**src/rtl/keypad_scan4x4_if.sv**
```systemverilog
// CPU-side bus of the 4x4 keypad scanner: read-acknowledge strobe plus key, history and valid.
// With KEYPAD_OVERRUN_EN defined the bus also carries o_overrun.
`timescale 1ns/1ps
interface keypad_scan4x4_if;
  logic        cs;
  logic [3:0]  o_key;
  logic [31:0] o_data;
  logic        o_valid;
`ifdef KEYPAD_OVERRUN_EN
  logic        o_overrun;

  modport master (output cs, input o_key, input o_data, input o_valid, input o_overrun);
  modport slave  (input cs, output o_key, output o_data, output o_valid, output o_overrun);
`else
  modport master (output cs, input o_key, input o_data, input o_valid);
  modport slave  (input cs, output o_key, output o_data, output o_valid);
`endif
endinterface

```
**src/rtl/keypad_scan4x4.sv**
```systemverilog
// 4x4 matrix keypad scanner: one-cold row drive, debounced column sampling, hex encoding
// and a 32-bit nibble history. Optional overrun flag enabled by defining KEYPAD_OVERRUN_EN.
`timescale 1ns/1ps
module keypad_scan4x4 #(
  parameter int SCAN_DIV_W     = 15,
  parameter int DEBOUNCE_SCANS = 4
) (
  input  logic              clk,
  input  logic              reset,
  keypad_scan4x4_if.slave   bus,
  input  logic [3:0]        i_col,
  output logic [3:0]        o_row
);

  localparam logic [3:0] DB_LIMIT = 4'(DEBOUNCE_SCANS);

  typedef enum logic [1:0] {
    SCAN     = 2'd0,
    DEBOUNCE = 2'd1,
    HOLD     = 2'd2
  } state_t;

  logic [3:0]            col_m;
  logic [3:0]            col_s;
  logic [SCAN_DIV_W-1:0] div_cnt;
  logic                  tick;

  state_t                state;
  state_t                state_nxt;
  logic [1:0]            row_idx;
  logic [1:0]            row_idx_nxt;
  logic [3:0]            db_cnt;
  logic [3:0]            db_cnt_nxt;
  logic [3:0]            db_inc;
  logic [1:0]            lat_col;
  logic [1:0]            lat_col_nxt;
  logic [1:0]            win_col;
  logic                  col_any;
  logic                  commit;
  logic [3:0]            commit_key;

  logic [3:0]            key_q;
  logic [31:0]           data_q;
  logic                  valid_q;

  // Columns are asynchronous to clk; only col_s is ever used for decisions.
  always_ff @(posedge clk or negedge reset) begin
    if (!reset) begin
      col_m <= 4'hF;
      col_s <= 4'hF;
    end else begin
      col_m <= i_col;
      col_s <= col_m;
    end
  end

  always_ff @(posedge clk or negedge reset) begin
    if (!reset) begin
      div_cnt <= '0;
    end else begin
      div_cnt <= div_cnt + SCAN_DIV_W'(1);
    end
  end

  assign tick = &div_cnt;

  // Lowest-index low column wins when several keys share the driven row.
  always_comb begin
    col_any = (col_s != 4'hF);
    win_col = 2'd3;
    if (!col_s[0]) begin
      win_col = 2'd0;
    end else if (!col_s[1]) begin
      win_col = 2'd1;
    end else if (!col_s[2]) begin
      win_col = 2'd2;
    end
  end

  assign db_inc = db_cnt + 4'd1;

  always_comb begin
    state_nxt   = state;
    row_idx_nxt = row_idx;
    db_cnt_nxt  = db_cnt;
    lat_col_nxt = lat_col;
    commit      = 1'b0;
    commit_key  = {row_idx, lat_col};
    if (tick) begin
      case (state)
        SCAN: begin
          if (!col_any) begin
            row_idx_nxt = row_idx + 2'd1;
          end else begin
            lat_col_nxt = win_col;
            commit_key  = {row_idx, win_col};
            if (DB_LIMIT == 4'd1) begin
              commit     = 1'b1;
              db_cnt_nxt = 4'd0;
              state_nxt  = HOLD;
            end else begin
              db_cnt_nxt = 4'd1;
              state_nxt  = DEBOUNCE;
            end
          end
        end
        DEBOUNCE: begin
          if (col_any && (win_col == lat_col)) begin
            db_cnt_nxt = db_inc;
            if (db_inc == DB_LIMIT) begin
              commit     = 1'b1;
              db_cnt_nxt = 4'd0;
              state_nxt  = HOLD;
            end
          end else begin
            db_cnt_nxt  = 4'd0;
            row_idx_nxt = row_idx + 2'd1;
            state_nxt   = SCAN;
          end
        end
        HOLD: begin
          // Any low column restarts the release count, so chatter cannot end the hold early.
          if (col_any) begin
            db_cnt_nxt = 4'd0;
          end else if (db_inc == DB_LIMIT) begin
            db_cnt_nxt  = 4'd0;
            row_idx_nxt = row_idx + 2'd1;
            state_nxt   = SCAN;
          end else begin
            db_cnt_nxt = db_inc;
          end
        end
        default: begin
          db_cnt_nxt = 4'd0;
          state_nxt  = SCAN;
        end
      endcase
    end
  end

  always_ff @(posedge clk or negedge reset) begin
    if (!reset) begin
      state   <= SCAN;
      row_idx <= 2'd0;
      db_cnt  <= 4'd0;
      lat_col <= 2'd0;
      o_row   <= 4'b1110;
    end else begin
      state   <= state_nxt;
      row_idx <= row_idx_nxt;
      db_cnt  <= db_cnt_nxt;
      lat_col <= lat_col_nxt;
      o_row   <= ~(4'b0001 << row_idx_nxt);
    end
  end

  // A commit in the same cycle as cs wins, keeping valid set for the new key.
  always_ff @(posedge clk or negedge reset) begin
    if (!reset) begin
      key_q   <= 4'd0;
      data_q  <= 32'd0;
      valid_q <= 1'b0;
    end else begin
      if (commit) begin
        key_q   <= commit_key;
        data_q  <= {data_q[27:0], commit_key};
        valid_q <= 1'b1;
      end else if (bus.cs) begin
        valid_q <= 1'b0;
      end
    end
  end

  assign bus.o_key   = key_q;
  assign bus.o_data  = data_q;
  assign bus.o_valid = valid_q;

`ifdef KEYPAD_OVERRUN_EN
  logic overrun_q;

  always_ff @(posedge clk or negedge reset) begin
    if (!reset) begin
      overrun_q <= 1'b0;
    end else begin
      if (commit && valid_q && !bus.cs) begin
        overrun_q <= 1'b1;
      end else if (bus.cs) begin
        overrun_q <= 1'b0;
      end
    end
  end

  assign bus.o_overrun = overrun_q;
`endif

endmodule

```
**src/flat_wrapper.sv**
```systemverilog
// flat-port wrapper written by rule: the top's interface ports become plain ports
module keypad_scan4x4_flat 
#(
  parameter int SCAN_DIV_W     = 15,
  parameter int DEBOUNCE_SCANS = 4
)
  (clk, reset, i_col, o_row, bus_cs, bus_o_key, bus_o_data, bus_o_valid);
  keypad_scan4x4_if bus_i ();
  input  logic clk;
  input  logic reset;
  input  logic [3:0] i_col;
  output logic [3:0] o_row;
  input wire logic [$bits(bus_i.cs)-1:0] bus_cs;
  output wire logic [$bits(bus_i.o_key)-1:0] bus_o_key;
  output wire logic [$bits(bus_i.o_data)-1:0] bus_o_data;
  output wire logic [$bits(bus_i.o_valid)-1:0] bus_o_valid;
  assign bus_i.cs = bus_cs;
  assign bus_o_key = bus_i.o_key;
  assign bus_o_data = bus_i.o_data;
  assign bus_o_valid = bus_i.o_valid;
  keypad_scan4x4 #(.SCAN_DIV_W(SCAN_DIV_W), .DEBOUNCE_SCANS(DEBOUNCE_SCANS)) u_core (.clk(clk), .reset(reset), .bus(bus_i), .i_col(i_col), .o_row(o_row));
endmodule
```
**config.mk**
```make
export PLATFORM = sky130hd
export DESIGN_NAME = keypad_scan4x4_flat
export DESIGN_NICKNAME = d
export VERILOG_FILES = /design/src/rtl/keypad_scan4x4_if.sv /design/src/rtl/keypad_scan4x4.sv /design/src/flat_wrapper.sv
export SDC_FILE = /design/constraint.sdc
export NUM_CORES = 1
export LEC_CHECK = 0
export CAP_MARGIN = 25
export CORE_MARGIN = 5
export CORE_UTILIZATION = 50
export CTS_BUF_LIST = sky130_fd_sc_hd__clkbuf_8
export DETAILED_ROUTE_END_ITERATION = 8
export PLACE_DENSITY = 0.75
export SLEW_MARGIN = 30
export SYNTH_ARGS = -nofsm -noshare
export SYNTH_HDL_FRONTEND = slang
export SYNTH_SLANG_ARGS = --single-unit
```
**constraint.sdc**
```tcl
create_clock -name clk -period 3.3 [get_ports clk]
set_input_delay 0.66 -clock clk [delete_from_list [all_inputs] [get_ports clk]]
set_output_delay 0.66 -clock clk [all_outputs]
set_load 0.005 [all_outputs]
```
==> impl_metrics.env, run 1 <==
export IMPL_run_status="finished, final reports clean"
export IMPL_synthFlopType="dfrtp_1"
export IMPL_hold_viol_final=0
export IMPL_wl_per_cell_um=14.78
export IMPL_cp_required_ps=3530
export IMPL_cts_root_buffer="clkbuf_8"
export IMPL_htree_levels=3
export IMPL_grt_max_degree=40
export IMPL_clock_path_buffers=2
export IMPL_path_cells="ha_1 > nand2b_1 > o32ai_2 > and2_2 > and4_1 > buf_4 > mux2_1"
export IMPL_syn_area_per_cell_um2=12.89
export IMPL_hold_path_class="in2async"
export IMPL_swShare=0.2368
export IMPL_wl_met3_um=332
export IMPL_cts_hold_buf=0
export IMPL_path_class="reg2reg"
export IMPL_clk_pin_slew_worst_paths_ps=90
export IMPL_drive_above_1_share=0.1597
export IMPL_yosysSeqAreaShare=0.5904
export IMPL_antenna_cells=0
export IMPL_portBuffers=47
export IMPL_area_growth_pct=24.02
export IMPL_layout_nets=293
export IMPL_vias=1902
export IMPL_p_int_mw=1.238
export IMPL_fin_skew_ps=9.307
export IMPL_timing_hold_ws_ps=354.3
export IMPL_synth_cell_types=44
export IMPL_fin_cells=363
export IMPL_worst_setup_path_end_kind="register"
export IMPL_grt_ovfl_total=0
export IMPL_fp_dieW_um=87.34
export IMPL_routed_wl_mm=5.365
export IMPL_firstDrtPassIters=4
export IMPL_worst_path_max_fanout=33
export IMPL_grt_first_pass_wirelength_mm=9.266
export IMPL_max_freq_mhz=411.5
export IMPL_p_sw_mw=0.3842
export IMPL_grt_usage=0.1602
export IMPL_crit_arrival_ps=2660
export IMPL_core_rowCount=28
export IMPL_io_pins=48
export IMPL_die_h_um=87.34
export IMPL_antenna_found_initial=0
export IMPL_ys_warn_count=0
export IMPL_dp_hpwl_mm=3.770
export IMPL_period_minus_slack_ps=2430
export IMPL_wl_met1_mm=2.380
export IMPL_timing_setup_tns_ps=0
export IMPL_drtAntennaViolNets=0
export IMPL_cts_sinks=70
export IMPL_grt_setup_unrepaired="no"
export IMPL_powerDensity_mw_per_mm2=437.4
export IMPL_async_reset_ff_frac=1.000
export IMPL_cts_resized=0
export IMPL_crit_slowest_cell="dfrtp_1"
export IMPL_gp_congestion=0.7857
export IMPL_first_global_vias=1976
export IMPL_fp_coreArea_mm2=0.005851
export IMPL_placedCellCount=347
export IMPL_start_kind="register"
export IMPL_ys_seq_elements=70
export IMPL_cts_made_buffers=9
export IMPL_combPwrFrac=0.021
export IMPL_worst_pin_slew_ps=713.1
export IMPL_drv_slew=0
export IMPL_vias_per_cell=5.240
export IMPL_drcViolationCount=0
export IMPL_seq_power_share=0.537
export IMPL_post_route_period_util=0.7364
export IMPL_r2r_start="u_core.db_cnt[0]"
export IMPL_reg2regPathDepth=7
export IMPL_synthCells=232
export IMPL_critical_path_startpoint="u_core.db_cnt[0]"
export IMPL_r2r_end="u_core.bus.o_data[21]"
export IMPL_ir_drop_uv=328.5
export IMPL_relSlewSlack=0.5246
export IMPL_netlist_area_mm2=0.002990
export IMPL_r2r_slack_ps=870
export IMPL_drv_cap=0
export IMPL_drt_iter0_markers=119
export IMPL_setup_viol=0
export IMPL_die_area_mm2=0.007627
export IMPL_p_leak_nw=1.731
export IMPL_routed_top_layer="met4"
export IMPL_post_cts_buffers=0
export IMPL_synth_nets=242
export IMPL_pwr_share_clk=0.443
export IMPL_clock_latency_ps=360
export IMPL_cts_tree="done"
export IMPL_worstSetupEndpoint="u_core.bus.o_data[21]"
export IMPL_cpPeakStageDelay_ps=450
export IMPL_wl_met2_mm=2.518
export IMPL_synth_edff_count=0
export IMPL_initial_core_util=0.5111
==> how the worst min path moves through the flow <==
stage	to	start	slack (ps)	depth (start not counted)
2_1_floorplan	u_core.col_s[0]	u_core.col_m[0]	350	0
3_3_place_gp	u_core.col_s[0]	u_core.col_m[0]	350	0
4_1_cts	u_core.col_s[3]	u_core.col_m[3]	360	0
6_report	u_core.bus.o_data[20]	reset	350	1
5_1_grt	u_core.col_s[1]	u_core.col_m[1]	360	0
3_5_place_dp	u_core.col_s[3]	u_core.col_m[3]	350	0
==> power by group through the flow <==
stage	clock network (mW)	registers (mW)	logic, mW
2_1_floorplan	0	0.886	0.00700
3_3_place_gp	0	0.887	0.0346
3_5_place_dp	0	0.887	0.0348
4_1_cts	0.738	0.870	0.0349
5_1_grt	0.780	0.872	0.0393
6_report	0.718	0.871	0.0333
==> final cells by class <==
cell class                 instances  area [um^2]
fill                             443         2142
sequential                        70         1765
multi-input combinational        147         1126
timing repair buffer              50        500.5
clock buffer                       9        123.9
tap                               75        93.84
clock inverter                     7        80.08
inverter                           5        18.77
==> per-stage QoR <==
stage	power [mW]	utilization	area, um^2	setup WS (ps)
3_5_place_dp	0.9215	0.5990	3505	867.7
2_1_floorplan	0.8930	-	2990	1180
6_report	1.622	0.6339	3709	869.8
4_1_cts	1.643	0.6339	3709	861.1
5_1_grt	1.691	0.6339	3709	720.7
3_3_place_gp	0.9211	0.5990	3505	942.4
==> cell usage after synthesis, types with 2 or more instances <==
cell type,number,area (um^2)
a21o_1,2,15.01
a21oi_1,9,45.04
a31oi_1,3,18.77
and3_1,3,18.77
and3b_1,2,17.52
and4_1,4,35.03
buf_4,5,37.54
buf_6,3,33.78
dfrtp_1,59,1476
dfstp_2,11,289.0
ha_1,3,37.54
inv_1,5,18.77
mux2_1,29,326.6
mux2_2,3,33.78
nand2_1,16,60.06
nand2b_1,4,25.02
nand3_1,7,35.03
nand4_1,5,31.28
nor2_1,13,48.80
nor3_1,4,20.02
o21ai_0,5,25.02
o31ai_1,2,15.01
o41ai_2,3,48.80
xnor2_1,10,87.58
xor2_1,3,26.28
==> layout by cell type (no fill, tap or decap), types with 5 or more instances in the layout <==
cell	Yosys	routed
clkbuf_8	0	9
inv_1	5	5
nor2_1	13	13
dfstp_2	11	11
a21oi_1	9	9
o21ai_0	5	5
nand4_1	5	5
clkdlybuf4s50_1	0	46
mux2_1	29	29
nand3_1	7	7
dfrtp_1	59	59
xnor2_1	10	10
nand2_1	16	16
==> metal layers <==
layer / global-route usage / up-vias
met5: 0 / -
met2: 0.2418 / 48
met1: 0.1993 / 917
met4: 0.09623 / 0
li1: - / 922
met3: 0.05298 / 15
==> state kept, by name (all words and copies together) (netlist names) <==
register,flops
u_core.state,2
u_core.o_row,4
u_core.col_m,4
u_core.lat_col,2
u_core.div_cnt,15
u_core.db_cnt,4
u_core.row_idx,2
u_core.bus.o_data,32
u_core.bus.o_valid,1
u_core.col_s,4
==> worst max-delay path: cells and delay by family, from the launching register on <==
family,cells,cell delay [ps]
mux,1,370
simple gates,3,590
fa+ha+maj,1,240
compound gates,1,280
flops,1,450
buf+inv,1,370
==> logic make-up (layout without fill, tap and decap cells) <==
group	after synthesis	after routing	synth area share
fa+ha+maj	3	3	0.01255
xor+xnor	13	13	0.03808
simple gates	67	67	0.1218
mux	32	32	0.1205
compound gates	32	32	0.08368
buf+inv	15	71	0.03305
flops	70	70	0.5904
(Power assumes the default switching activity.)
==> run 2: changes to the inputs <==
- PLACE_DENSITY: 0.75 -> 0.78
- clock period: 3.3 -> 2.1 ns (I/O delays scaled with it)
==> run 2 against run 1 <==
Net effect: the flow now finishes with violations (setup timing); count of clock-buffer cells in the layout stayed put; wire length is 21% higher; worst setup slack worse by 920 ps; first-iteration DRC count is 23% higher; clock skew is 3.2 ps lower; design area is 12% higher; fmax is 13% higher; non-clock buffer count is 23 higher; total power is 65% higher; utilization is 7.3 points higher; register-to-register slack worse by 920 ps.
==> impl_metrics.env, run 2 (synthesis results as in run 1) <==
export IMPL_run_status="finished, violations left"
export IMPL_violations="setup timing"
export IMPL_grt_usage=0.1716
export IMPL_r2r_slack_ps=-50
export IMPL_wl_per_cell_um=16.81
export IMPL_placedCellCount=363
export IMPL_hold_path_class="in2async"
export IMPL_layout_commonest_cell="dfrtp_1"
export IMPL_hold_viol_final=0
export IMPL_p_total_mw=2.673
export IMPL_drtAntennaViolNets=0
export IMPL_crit_slowest_cell="dfrtp_1"
export IMPL_htree_levels=3
export IMPL_critical_path_top_delay_family="simple AND/OR/NAND/NOR gates"
export IMPL_fin_cells=386
export IMPL_drcViolationCount=0
export IMPL_drive_above_1_share=0.3183
export IMPL_routed_wl_mm=6.488
export IMPL_r2r_start="u_core.db_cnt[1]"
export IMPL_setup_viol=24
export IMPL_portBuffers=47
export IMPL_cpPeakStageDelay_ps=390
export IMPL_cts_tree="done"
export IMPL_max_freq_mhz=465.8
export IMPL_ir_drop_uv=465.0
export IMPL_grt_ovfl_total=0
export IMPL_die_area_mm2=0.007627
export IMPL_relSlewSlack=0.6348
export IMPL_drv_cap=0
export IMPL_r2r_end="u_core.bus.o_data[20]"
export IMPL_grt_max_degree=46
export IMPL_dp_hpwl_mm=3.969
export IMPL_clock_path_buffers=2
export IMPL_cp_depth=7
export IMPL_worst_setup_path_end_kind="register"
export IMPL_first_global_vias=2037
export IMPL_die_h_um=87.34
export IMPL_grt_setup_unrepaired="yes"
export IMPL_period_minus_slack_ps=2147
export IMPL_cts_hold_buf=0
export IMPL_initial_core_util=0.5111
export IMPL_start_kind="register"
export IMPL_cp_required_ps=2330
export IMPL_drt_iter0_markers=146
export IMPL_fin_ws_ps=-46.84
export IMPL_layout_nets=316
export IMPL_fp_dieW_um=87.34
export IMPL_firstDrtPassIters=4
export IMPL_cts_made_buffers=9
export IMPL_dpl_cell_area_mm2=0.003636
export IMPL_powerDensity_mw_per_mm2=646.4
export IMPL_core_rowCount=28
export IMPL_gp_congestion=0.8856
export IMPL_area_growth_pct=38.28
export IMPL_fin_skew_ps=6.071
export IMPL_post_route_period_util=1.022
export IMPL_vias_per_cell=5.404
export IMPL_clk_pin_slew_worst_paths_ps=80
export IMPL_vias=2086
export IMPL_drv_slew=0
export IMPL_timing_setup_tns_ps=-385.1
export IMPL_cts_sinks=70
export IMPL_worst_pin_slew_ps=547.7
export IMPL_antenna_cells=0
export IMPL_reg2regPathDepth=7
export IMPL_antenna_found_initial=0
export IMPL_largest_register_ffs=32
export IMPL_grt_first_pass_wirelength_mm=9.956
export IMPL_io_pins=48
export IMPL_path_buf_inv=1
export IMPL_crit_arrival_ps=2380
export IMPL_path_cells="ha_2 > nand2b_4 > o32ai_4 > and2_4 > and4_4 > buf_16 > mux2_1"
export IMPL_cts_root_buffer="clkbuf_8"
export IMPL_final_cell_mix="dfrtp_1, clkdlybuf4s50_1, buf_4"
export IMPL_worst_path_max_fanout=16
export IMPL_final_cell_area_mm2=0.004135
export IMPL_fp_coreArea_mm2=0.005851
export IMPL_timing_hold_ws_ps=46.09
export IMPL_path_class="reg2reg"
export IMPL_p_leak_nw=1.925
export IMPL_clock_latency_ps=350
-- run 2: cell count changes in the layout (fill, tap and decap cells not counted), sizes merged --
| cell | previous run | this run |
|---|---|---|
| clkbuf | 9 | 10 |
| bufinv | 1 | 2 |
| inv | 9 | 8 |
| buf | 4 | 26 |
-- run 2: routing by layer --
layer / track usage / up-vias / share of wire
li1: - / 971 / -
met2: 0.2726 / 62 / 0.48
met3: 0.03784 / 13 / 0.054
met4: 0.07950 / 0 / 0.017
met1: 0.2239 / 1040 / 0.45
met5: 0 / - / 0
-- run 2: final cells by class --
| class | instances | area [um^2] |
|---|---|---|
| Clock inverter | 7 | 105.1 |
| Multi-Input combinational cell | 147 | 1315 |
| Inverter | 5 | 18.77 |
| Clock buffer | 9 | 123.9 |
| Sequential cell | 70 | 1768 |
| Fill cell | 392 | 1715 |
| Timing Repair Buffer | 73 | 710.7 |
| Tap cell | 75 | 93.84 |
-- run 2: through the flow --
step	util	setup WS, ps
after global routing	0.7068	-117.9
final	0.7068	-46.84
after CTS	0.6717	-17.20
after global placement	0.6215	-0.9510
after floorplan	-	0.6404
after detailed placement	0.6215	-27.81
-- run 2: worst max-delay path by stage --
stage,from,slack (ps),end
detailed placement,u_core.db_cnt[1],-30,u_core.bus.o_data[22]
floorplan,u_core.db_cnt[0],0.6,u_core.bus.o_data[10]
global placement,u_core.col_s[2],-1,u_core.bus.o_data[0]
finish,u_core.db_cnt[1],-50,u_core.bus.o_data[20]
global route,u_core.col_s[2],-120,u_core.bus.o_data[20]
CTS,u_core.db_cnt[1],-20,u_core.bus.o_data[12]
-- run 2: repair_timing --
action	in CTS	in global routing
resized for setup	8	32
pin swaps	3	5
setup endpoints to repair	35	39
buffers inserted	0	5
gates cloned	1	1
-- run 2: power by group --
part	internal [mW]	switching (mW)
registers	1.36	0.00779
logic	0.0208	0.0383
clock network	0.687	0.558
